[src/rtl/fphub_pkg.sv]
// Shared definitions for the FPHUB divider: operand geometry, bias,
// FSM state encoding and special-pattern helpers.
package fphub_pkg;

    // Mantissa width (excluding implicit leading one and ILSB) and exponent width.
    localparam int M = 23;
    localparam int E = 8;
    localparam int W = E + M + 1;

    // HUB bias is 2^(E-1).
    localparam logic [E-1:0] BIAS = {1'b1, {(E-1){1'b0}}};

    typedef enum logic [1:0] {
        IDLE = 2'd0,
        DIV  = 2'd1,
        DONE = 2'd2
    } state_t;

    // Zero: exponent and mantissa fields all zeros (sign excluded).
    function automatic logic is_zero(input logic [W-2:0] mag);
        return (mag == '0);
    endfunction

    // Infinity: exponent and mantissa fields all ones (sign excluded).
    function automatic logic is_inf(input logic [W-2:0] mag);
        return (&mag);
    endfunction

    function automatic logic [W-1:0] make_inf(input logic sign);
        return {sign, {(W-1){1'b1}}};
    endfunction

    function automatic logic [W-1:0] make_zero(input logic sign);
        return {sign, {(W-1){1'b0}}};
    endfunction

endpackage

[src/rtl/fphub_div_special.sv]
// Combinational operand classifier: flags operands that bypass the
// iteration and supplies the signed zero/infinity result for them.
module fphub_div_special
    import fphub_pkg::*;
(
    input  logic [W-1:0] x,
    input  logic [W-1:0] y,
    output logic         special,
    output logic [W-1:0] result
);

    logic sign;
    logic x_zero;
    logic x_inf;
    logic y_zero;
    logic y_inf;

    // Classify both operands; divide-by-zero and infinite dividends win over zero results.
    always_comb begin
        sign    = x[W-1] ^ y[W-1];
        x_zero  = is_zero(x[W-2:0]);
        x_inf   = is_inf(x[W-2:0]);
        y_zero  = is_zero(y[W-2:0]);
        y_inf   = is_inf(y[W-2:0]);
        special = x_zero | x_inf | y_zero | y_inf;
        if (y_zero || x_inf) begin
            result = make_inf(sign);
        end else begin
            result = make_zero(sign);
        end
    end

endmodule

[src/rtl/fphub_divider.sv]
// Sequential HUB floating-point divider Z = X / Y. Restoring division,
// one quotient bit per clock; special operands finish right after accept.
//
// Handshake: start is sampled only while idle (busy=0); the edge that sees
// start=1 in IDLE latches X and Y, after which they may change. start while
// busy is ignored. done pulses for exactly one cycle, and Z holds the result
// until the next result overwrites it.
module fphub_divider
    import fphub_pkg::*;
(
    input  logic         clk,
    input  logic         rst,
    input  logic         start,
    input  logic [W-1:0] X,
    input  logic [W-1:0] Y,
    output logic         busy,
    output logic         done,
    output logic [W-1:0] Z
);

    localparam int CW = $clog2(M + 2);
    localparam logic [CW-1:0] LAST_STEP = CW'(M + 1);

    state_t         state;
    state_t         state_nx;
    logic [CW-1:0]  cnt;
    logic [M+2:0]   rem;
    logic [M+1:0]   sy;
    logic [M+1:0]   q;
    logic [E-1:0]   exp_base;
    logic           sign_r;

    logic           sp;
    logic [W-1:0]   sp_res;

    logic           ge;
    logic [M+2:0]   rem_sub;
    logic [M+2:0]   rem_nx;
    logic [M+1:0]   q_nx;
    logic [M-1:0]   mant_norm;
    logic [E-1:0]   exp_norm;

    fphub_div_special u_special (
        .x       (X),
        .y       (Y),
        .special (sp),
        .result  (sp_res)
    );

    // State register.
    always_ff @(posedge clk or posedge rst) begin
        if (rst) begin
            state <= IDLE;
        end else begin
            state <= state_nx;
        end
    end

    // Next-state decode and status outputs.
    always_comb begin
        state_nx = state;
        busy     = (state != IDLE);
        done     = (state == DONE);
        case (state)
            IDLE: if (start) state_nx = sp ? DONE : DIV;
            DIV:  if (cnt == LAST_STEP) state_nx = DONE;
            DONE: state_nx = IDLE;
            default: state_nx = IDLE;
        endcase
    end

    // One restoring step plus normalisation of the quotient it completes.
    always_comb begin
        ge      = (rem >= {1'b0, sy});
        rem_sub = ge ? (rem - {1'b0, sy}) : rem;
        rem_nx  = rem_sub << 1;
        q_nx    = (q << 1) | {{(M+1){1'b0}}, ge};
        if (q_nx[M+1]) begin
            mant_norm = q_nx[M:1];
            exp_norm  = exp_base;
        end else begin
            mant_norm = q_nx[M-1:0];
            exp_norm  = exp_base - 1'b1;
        end
    end

    // Operand capture, iteration registers and result register.
    // Exponent arithmetic is done modulo 2^E; that equals keeping the low
    // E bits of an E+1-bit computation, so overflow/underflow simply wrap.
    always_ff @(posedge clk or posedge rst) begin
        if (rst) begin
            cnt      <= '0;
            rem      <= '0;
            sy       <= '0;
            q        <= '0;
            exp_base <= '0;
            sign_r   <= 1'b0;
            Z        <= '0;
        end else begin
            case (state)
                IDLE: begin
                    if (start) begin
                        rem      <= {1'b0, 1'b1, X[M-1:0], 1'b1};
                        sy       <= {1'b1, Y[M-1:0], 1'b1};
                        q        <= '0;
                        cnt      <= '0;
                        exp_base <= X[W-2:M] - Y[W-2:M] + BIAS;
                        sign_r   <= X[W-1] ^ Y[W-1];
                        if (sp) begin
                            Z <= sp_res;
                        end
                    end
                end
                DIV: begin
                    rem <= rem_nx;
                    q   <= q_nx;
                    cnt <= cnt + 1'b1;
                    if (cnt == LAST_STEP) begin
                        Z <= {sign_r, exp_norm, mant_norm};
                    end
                end
                default: ;
            endcase
        end
    end

endmodule

[config.mk]
export PLATFORM = sky130hd
export DESIGN_NAME = fphub_divider
export DESIGN_NICKNAME = d
export VERILOG_FILES = /design/src/rtl/fphub_pkg.sv /design/src/rtl/fphub_div_special.sv /design/src/rtl/fphub_divider.sv
export SDC_FILE = /design/constraint.sdc
export NUM_CORES = 1
export LEC_CHECK = 0
export ABC_CLOCK_PERIOD_IN_PS = 3800
export CAP_MARGIN = 25
export CORE_MARGIN = 2
export CORE_UTILIZATION = 50
export DETAILED_ROUTE_END_ITERATION = 16
export PLACE_DENSITY_LB_ADDON = 0.12
export SKIP_LAST_GASP = 1
export SLEW_MARGIN = 20
export SYNTH_ARGS = -nofsm -noshare
export SYNTH_HDL_FRONTEND = slang
export SYNTH_SLANG_ARGS = --single-unit
[constraint.sdc]
create_clock -name clk -period 3.8 [get_ports clk]
set_input_delay 0.57 -clock clk [delete_from_list [all_inputs] [get_ports clk]]
set_output_delay 0.57 -clock clk [all_outputs]
set_load 0.01 [all_outputs]
# Word-level counts from Yosys, hierarchy flattened
# Cells that the tools add are included.
classes:
  mux: 18
  addsub: 5
  reduce_logical: 12
  n_bitwise: 5
  magnitude_cmp: 1
  n_eq_ne: 6
op_table:
  columns: ["op", "n"]
  rows:
  - ["two-way mux 32 bit", 3]
  - ["one-hot mux 32 bit (2 select lines)", 1]
  - ["logical NOT 31 bit", 2]
  - ["AND reduction 31 bit", 2]
  - ["one-hot mux 26 bit (2 select lines)", 1]
  - ["one-hot mux 24 bit (2 select lines)", 1]
  - ["two-way mux 31 bit", 1]
  - [">= comparator 26 x 25 -> 1 bit", 1]
  - ["two-way mux 26 bit", 1]
  - ["two-way mux 25 bit", 1]
  - ["OR 25 x 1 -> 25 bit", 1]
  - ["subtractor 25 bit", 1]
  - ["two-way mux 24 bit", 1]
  - ["two-way mux 23 bit", 1]
  - ["one-hot mux 5 bit (2 select lines)", 1]
  - ["adder 8 bit, second input constant", 1]
  - ["two-way mux 8 bit", 1]
  - ["subtractor 8 x 1 -> 8 bit, second input constant", 1]
  - ["subtractor 8 bit", 1]
  - ["two-way mux 2 bit", 3]
  - ["inequality test 2 bit, second input constant", 3]
  - ["AND reduction 2 bit", 3]
  - ["adder 5 x 1 -> 5 bit, second input constant", 1]
  - ["== test 5 bit, second input constant", 1]
  - ["10 further kinds", 13]
totals:
  regBits: 123
  word_cells: 55
  inputBits: 67
  output_inout_bits: 34

# Logic depth before layout (Yosys ltp)
depth:
  word_depth: 7
  depth_mapped: 13
  ltp_nobuf: 12

# By module
# Synthesis repeated with hierarchy kept, for this count alone.
unflattened:
  hier_cells: 930
  area_unflattened_um2: 8062.7
modules_own_cells:
  columns: ["mod", "area_each_um2", "n_inst", "seq_area_each_um2", "cells_each"]
  rows:
  - ["fphub_divider", 7497.2, 1, 3052.9, 854]
  - ["fphub_div_special", 565.5, 1, 0.0, 76]

# Worst setup path after synthesis
# No wires, ideal clock.
synth_timing:
  kind: "reg-to-reg"
  startpoint: "register rem[0]"
  endpoint: "register rem[21]"
  path_stages_with_launch: 13
  period_less_slack_ns: 2.667
  t_required_ns: 3.713
  arrival_ns: 2.580
  n_path_buf: 0
  setup_ns: 0.087
  path_slack_ns: 1.133
  cell_sequence: "dfrtp_1 -> inv_1 -> ha_1 -> inv_1 -> fa_1 -> a211oi_1 -> nor2_2 -> o31ai_1 -> o31ai_2 -> a21boi_1 -> o21ai_0 -> xnor2_1 -> a211oi_2"
synth_via:
  elab_chain_cells: 3
  elab_cells_between_ends: 4
  classes_between: "1 x add/sub; 1 x order compare; 2 x mux"
synth_lines:
  columns: ["item", "line_no", "rtl"]
  rows:
  - ["from (decl)", "fphub_divider.sv:27", "logic [M+2:0] rem;"]
  - ["from (signal assigned)", "fphub_divider.sv:103", "rem <= {1'b0, 1'b1, X[M-1:0], 1'b1};"]
  - ["from (signal assigned)", "fphub_divider.sv:115", "rem <= rem_nx;"]
  - ["subtractor 25 bit or >= comparator 26 x 25 -> 1 bit (tied branches)", "fphub_divider.sv:75, fphub_divider.sv:74", null]
  - ["two-way mux 25 bit (*)", "fphub_divider.sv:75", "rem_sub = ge ? (rem - {1'b0, sy}) : rem;"]
  - ["one-hot mux 26 bit (2 select lines) (*)", "fphub_divider.sv:100", "case (state)"]
# Every way passes the cells marked *; elsewhere a longest branch is shown, timed or not.
# A chain may end at the register's enable or synchronous reset.

# Worst setup path after layout
# Same ends and word-level chain as after synthesis.

==> qor.yml <==
power_and_ir_drop:
  comb_power_share_pct: 57.4
  p_per_area_nw_per_um2: 990.0
  max-vdd-ir-drop_uv: 478.3
  p_int_uw: 5054
  power_switching_uw: 4133
  clock_power_share_pct: 18.9
  power_leakage_uw: 0.004091
  sequentialPowerShare_pct: 23.7
  p_sw_share_pct: 44.99
finish:
  final_nets: 1017
  drive_gt1_share_pct: 6.957
  n_antenna_cell: 0
  syn2layout_area_growth_pct: 24.74
  fin_area_sq_um: 9280
synth:
  async_flop_share_pct: 100.0
  postSynthCellCount: 818
  yosys_warnings: 0
  yosysMostFrequentCell: "dfrtp_1"
  synthTopCellsByCount: "dfrtp_1, nand2_1, o21ai_0"
  synth_edf_count: 0
  netlist_area_sq_um: 7440
  synth_area_leaders: "dfrtp_1, ha_1, o21ai_0, nand2_1, a21oi_1"
  syn_nets: 928
  synth_cell_types: 56
  synth_top_flop_cell: "dfrtp_1"
  synth_top_area_share_pct: 41.04
  postSynthAreaPerCell_sq_um: 9.095
  ys_seq_area_share_pct: 41.04
  synth-seq-cells: 122
  synth.largest_area_cell: "dfrtp_1"
drt:
  post_drt_wl_per_cell_um: 18.04
  dr.pass1.iters: 5
  via_per_inst: 5.947
  initialDrtViolationCount: 507
  drc: 0
  ant_nets: 0
  routed-via-count: 6566
  routed_wl_um: 19910
status:
  status: "completed"
global_route:
  grtUsageTotal_pct: 25.64
  grt_pass1_wl_um: 32580
  grt_overflow: 0
  grt_max_degree: 64
  grt_pass1_vias: 6628
  antenna_found_initial: 0
sta:
  setup_viol: 0
  fin_skew_ps: 8.582
  finalHoldViolCount: 0
  post-route-min-period_ps: 3136
  fmaxAchievable_mhz: 318.9
  worst_pin_slew_ps: 860.6
  rsz0062_at_grt: "no"
  maxSlewHeadroom_pct: 42.41
  layout_worst_path_cycle_share_pct: 82.53
  tns_ps: 0
  maxSlewViolCount: 0
critical_path:
  reg2reg_depth: 12
  end_kind: "register"
  timing.rr.end: "rem[21]$_DFFE_PP0P_"
  cp.arrival_ps: 3470
  r2r-start: "rem[0]$_DFFE_PP0P_"
  cp_max_fo: 5
  worstPathCellList: "inv_1 -> ha_1 -> inv_1 -> fa_1 -> a211oi_1 -> nor2_2 -> o31ai_1 -> o31ai_2 -> a21boi_1 -> o21ai_0 -> xnor2_1 -> a211oi_2"
  endpoint: "rem[21]$_DFFE_PP0P_"
  critPathMaxStageDelay_ps: 490
  worstSetupStartpoint: "rem[0]$_DFFE_PP0P_"
  slowest_stage: "o31ai_1"
  crit_path_start_kind: "register"
  crit_required_ps: 4130
  crit_top_cell: "inv_1"
  path_class: "reg2reg"
  reg2reg_slack_ps: 660
die:
  die_w_um: 126.0
  ioPinCount: 101
  start_util_pct: 51.19
  core_area_sq_um: 14530
  die_h_um: 126.0
  rows: 44
  die_area_sq_um: 15870
clocking:
  clock_latency_ps: 420
  numCtsBuffers: 17
  tritoncts: "done"
  postCtsSetupRepairBufs: 0
  ctsResizeCount: 0
  cts-root-buf: "clkbuf_16"
  cts_buffer_depth: 2
  hold_buffers: 0
  clock-sinks: 122
  clk_pin_slew_ps: 60
  h-tree-depth: 4
placed_design:
  place.gp.congestion: 0.9464
  hpwl_um: 14430
  dpl-instance-area_sq_um: 8631
  io_buffers: 100
hold_path:
  hp-class: "in2async"
run:
  maxCapViolations: 0
routing by layer:
metal  vias up  GRT usage [%]  part of all wire [%]
met4         0          8.985                   2.4
met2       195          45.22                    50
met1      3163          31.11                    42
li1       3171              -                     -
met3        37          5.353                   4.8
met5         -              0                     0
logic make-up (layout without fill, tap and decap cells):
kind of cell	Yosys count	count (layout)	share of synthesized area, %
muxes	29	29	3.935
xor gates and xnor gates	37	37	4.356
adders and majority gates	43	43	7.434
and+or+nand+nor	232	232	15.27
buffers and inverters	90	192	4.827
AOI/OAI and AO/OA	265	265	23.14
DFF	122	122	41.04
worst max-delay path: cells and delay by family (launching register included):
kind,cells,cell delay [ps]
AND/OR/NAND/NOR,1,130
buffers and inverters,2,130
XOR/XNOR,1,160
flip-flops,1,370
adder cells (fa/ha/maj),2,580
AO/OA/AOI/OAI,6,1680
power by group through the flow:
stage                     clock (uW)  combinational, uW  sequential [uW]
after floorplan                    0               3850             2140
after global placement             0               5040             2160
after detailed placement           0               5170             2180
after CTS                       1760               5220             2170
after global routing            1820               5860             2230
final                           1740               5270             2170
cell type report:
class                   count  area (sq um)
clock buffers              20         446.7
well taps                 184         230.2
inverters                  47         180.2
multi-input cells         606          4056
clock inverters            12         187.7
flip-flops and latches    122          3053
fillers                  1247          5254
repair buffers            113          1126
cell usage in the layout, fill, tap and decap left out, types with 10 or more instances in the layout:
master,count
dfrtp_1,122
clkdlybuf4s50_1,100
nand2_1,76
o21ai_0,60
a21oi_1,54
nor2_1,51
inv_1,46
ha_1,41
a21o_1,33
mux2i_1,27
nand4_1,25
a211oi_1,25
a22o_1,25
nor4_1,23
xnor2_1,22
clkbuf_16,17
xor2_1,15
nand3_1,13
o22ai_1,11
buf_4,10
worst min-delay path by stage:
stage                              end  slack (ps)  depth (start not counted)
floorplan            sy[0]$_DFFE_PP0P_         450                          2
global placement     Z[10]$_DFFE_PP0P_         460                          1
detailed placement   Z[13]$_DFFE_PP0P_         460                          1
CTS                 rem[4]$_DFFE_PP0P_         450                          2
global route         Z[13]$_DFFE_PP0P_         480                          1
finish               sy[6]$_DFFE_PP0P_         450                          2
registers in the layout (all words and copies together) (netlist names):
signal and cells:
Z 32, rem 26, q 24, sy 24, exp_base 8, cnt 5, state 2, sign_r 1
per-stage QoR:
| step | utilization (%) | instances | total power, uW | setup slack [ps] | hold slack (ps) |
|---|---|---|---|---|---|
| floorplan | - | 818 | 5990 | 1133 | 447.1 |
| global placement | 59.28 | 1070 | 7209 | 619.8 | 461.1 |
| detailed placement | 59.38 | 1071 | 7358 | 528.3 | 464.8 |
| CTS | 63.75 | 1103 | 9154 | 658.0 | 451.6 |
| global route | 63.85 | 1104 | 9913 | 435.7 | 483.2 |
| finish | 63.85 | 1104 | 9187 | 664.0 | 451.1 |
(Power assumes the default switching activity.)
==> edit: new RTL, config.mk and constraints unchanged <==
Register the output `Z` once more, with the module's reset; this adds one clock of latency there. The other outputs are not delayed to match. Comments in the files are not updated.
--- a/src/rtl/fphub_divider.sv
+++ b/src/rtl/fphub_divider.sv
@@ -21,4 +21,6 @@
     localparam int CW = $clog2(M + 2);
     localparam logic [CW-1:0] LAST_STEP = CW'(M + 1);
+
+    logic [W-1:0] Z_s0;
 
     state_t         state;
@@ -96,5 +98,5 @@
             exp_base <= '0;
             sign_r   <= 1'b0;
-            Z        <= '0;
+            Z_s0     <= '0;
         end else begin
             case (state)
@@ -108,5 +110,5 @@
                         sign_r   <= X[W-1] ^ Y[W-1];
                         if (sp) begin
-                            Z <= sp_res;
+                            Z_s0 <= sp_res;
                         end
                     end
@@ -117,5 +119,5 @@
                     cnt <= cnt + 1'b1;
                     if (cnt == LAST_STEP) begin
-                        Z <= {sign_r, exp_norm, mant_norm};
+                        Z_s0 <= {sign_r, exp_norm, mant_norm};
                     end
                 end
@@ -125,4 +127,12 @@
     end
 
+    always_ff @(posedge clk or posedge rst) begin
+        if (rst) begin
+            Z <= '0;
+        end else begin
+            Z <= Z_s0;
+        end
+    end
+
 endmodule
 
Behaviour: not the same (a bounded check fails within 4 cycles, from zero or initial values and one cycle with rst high).
==> edit against the unedited design <==
Worst setup slack got worse by 0.18 ns; cell area rose by 9.3%; total power rose by 7.2%; area after synthesis rose by 11%; sequential cell count rose by 32; routed wire length rose by 1.7%; clock skew rose by 0.0038 ns; hold slack got worse by 0.076 ns; combinational power rose by 3%; critical path type unchanged; largest cell class unchanged; largest power group unchanged.
==> edit: results (changes against the unedited design) <==
| Metric | Value |
|---|---|
| Filler Cell Count | 1385 (+11%) |
| Multiplexer area fraction after synthesis | 0.0376 (-0.00175) |
| Largest net degree at the start of global routing | 155 (+140%) |
| Worst clock skew | 0.0124 ns (+0.00380 ns) |
| Highest metal used | met4 |
| Synth cell count leaders | dfrtp_1 (154), nand2_1 (75), o21ai_0 (75) |
| Worst hold path type | reg2reg |
| Worst path arrival time | 3.65 ns (+0.18 ns) |
| Worst vdd ir | 0.432 mV (-9.6%) |
| Final HPWL from detailed placement | 14.7 mm (+1.8%) |
| Starting DRC count in detailed routing | 379 (-25%) |
| P_leak | 4.51 nW (+10%) |
| Top flop regs | Z (32), Z_s0 (32), rem (26) |
| M1 wire length | 8.67 mm (+2.7%) |
| DR vias | 6784 (+3.3%) |
| DRT antenna net count | 0 (unchanged) |
| Num CTS Buffers | 17 (unchanged) |
| Max FO, Critical Path | 14 (+9) |
| Adder-cell share of the synthesized area | 0.0667 (-0.00759) |
| Global-route wire length before repair | 33.6 mm (+3.0%) |
| Reg-to-Reg End | rem[6]$_DFFE_PP0P_ |
| Xor/xnor cell area share of the yosys netlist | 0.0381 (-0.00550) |
| Max_slew headroom | 0.416 (-0.00798) |
| Worst setup path end | rem[6]$_DFFE_PP0P_ |
| Register area share after synthesis | 0.465 (+0.0548) |
| Status | finished clean |
| Area contributors post-synth | dfrtp_1 (47%), ha_1 (6.2%), o21ai_0 (4.5%) |
| Routed length on met2 | 10.4 mm (+3.1%) |
| Compound-Gate Fraction of Synth Area | 0.227 (-0.00414) |
| Unique cell type count in the Yosys netlist | 62 (+11%) |
| GRT Util Overall | 0.239 (-0.0175) |
| GR Util met1 | 0.303 (-0.00825) |
| Met3 usage | 0.0406 (-0.0129) |
| Grt met2 use | 0.419 (-0.0337) |
| Syn_nets | 958 (+3.2%) |
| Worst R2R Setup Slack | 0.49 ns (-0.18 ns) |
| Worst Reg-to-Reg Cells | 13 (+1) |
| Sw frac | 0.438 (-0.0115) |
| Share of layout cells above drive strength 1 | 0.0641 (-0.00542) |
| Total routed wirelength | 20.2 mm (+1.7%) |
| Nets | 1048 (+3.0%) |
| Pint | 5.53 mW (+9.4%) |
| Area post-placement | 9540 sq um (+11%) |
| Post-CTS Resized | 0 (unchanged) |
| Met3 wire length | 726 microns (-23%) |
| Combinational share of power | 0.552 (-0.022) |
## edit: changes by cell type in the layout (fill, tap and decap cells not counted), moves of 6 or more
cell     change
dfrtp_1     +32
a22oi_1     +12
o22a_1       +6
o21ai_1      -8
o21ai_0     +15
and3_1       -6
## edit: layout make-up
cell class	count	area [sq um]	share of cell area
Clock inverter	14	179	0.0176
Inverter	51	195	0.0192
Timing Repair Buffer	116	1140	0.112
Sequential cell	154	3850	0.380
Multi-Input combinational cell	598	4070	0.401
Tap cell	220	275	0.0271
Clock buffer	18	429	0.0423
## edit: stage by stage
stage | cells | util | setup WS, ns
finish | 1171 | 0.618 | 0.489
global placement | 1138 | 0.580 | 0.229
CTS | 1171 | 0.618 | 0.466
floorplan | 848 | - | 0.877
global route | 1171 | 0.618 | 0.262
detailed placement | 1139 | 0.581 | 0.301
## edit: worst max-delay path, cell delays in order (launching register included)
cell	delay [ns]
dfrtp_1	0.39
inv_1	0.07
ha_1	0.16
inv_1	0.05
fa_1	0.40
a21o_1	0.24
a221oi_4	0.36
o2bb2ai_2	0.15
o31a_4	0.42
o211ai_4	0.37
buf_4	0.27
and2_1	0.14
a31oi_1	0.04
o21ai_0	0.16
## edit: worst min path at each step
stage / start / end / slack [ns]
after global routing: Z_s0[7]$_DFFE_PP0P_ / Z[7]$_DFF_PP0_ / 0.39
after detailed placement: Z_s0[16]$_DFFE_PP0P_ / Z[16]$_DFF_PP0_ / 0.36
after global placement: Z_s0[28]$_DFFE_PP0P_ / Z[28]$_DFF_PP0_ / 0.36
after CTS: Z_s0[21]$_DFFE_PP0P_ / Z[21]$_DFF_PP0_ / 0.38
after floorplan: Z_s0[24]$_DFFE_PP0P_ / Z[24]$_DFF_PP0_ / 0.35
final: Z_s0[27]$_DFFE_PP0P_ / Z[27]$_DFF_PP0_ / 0.38
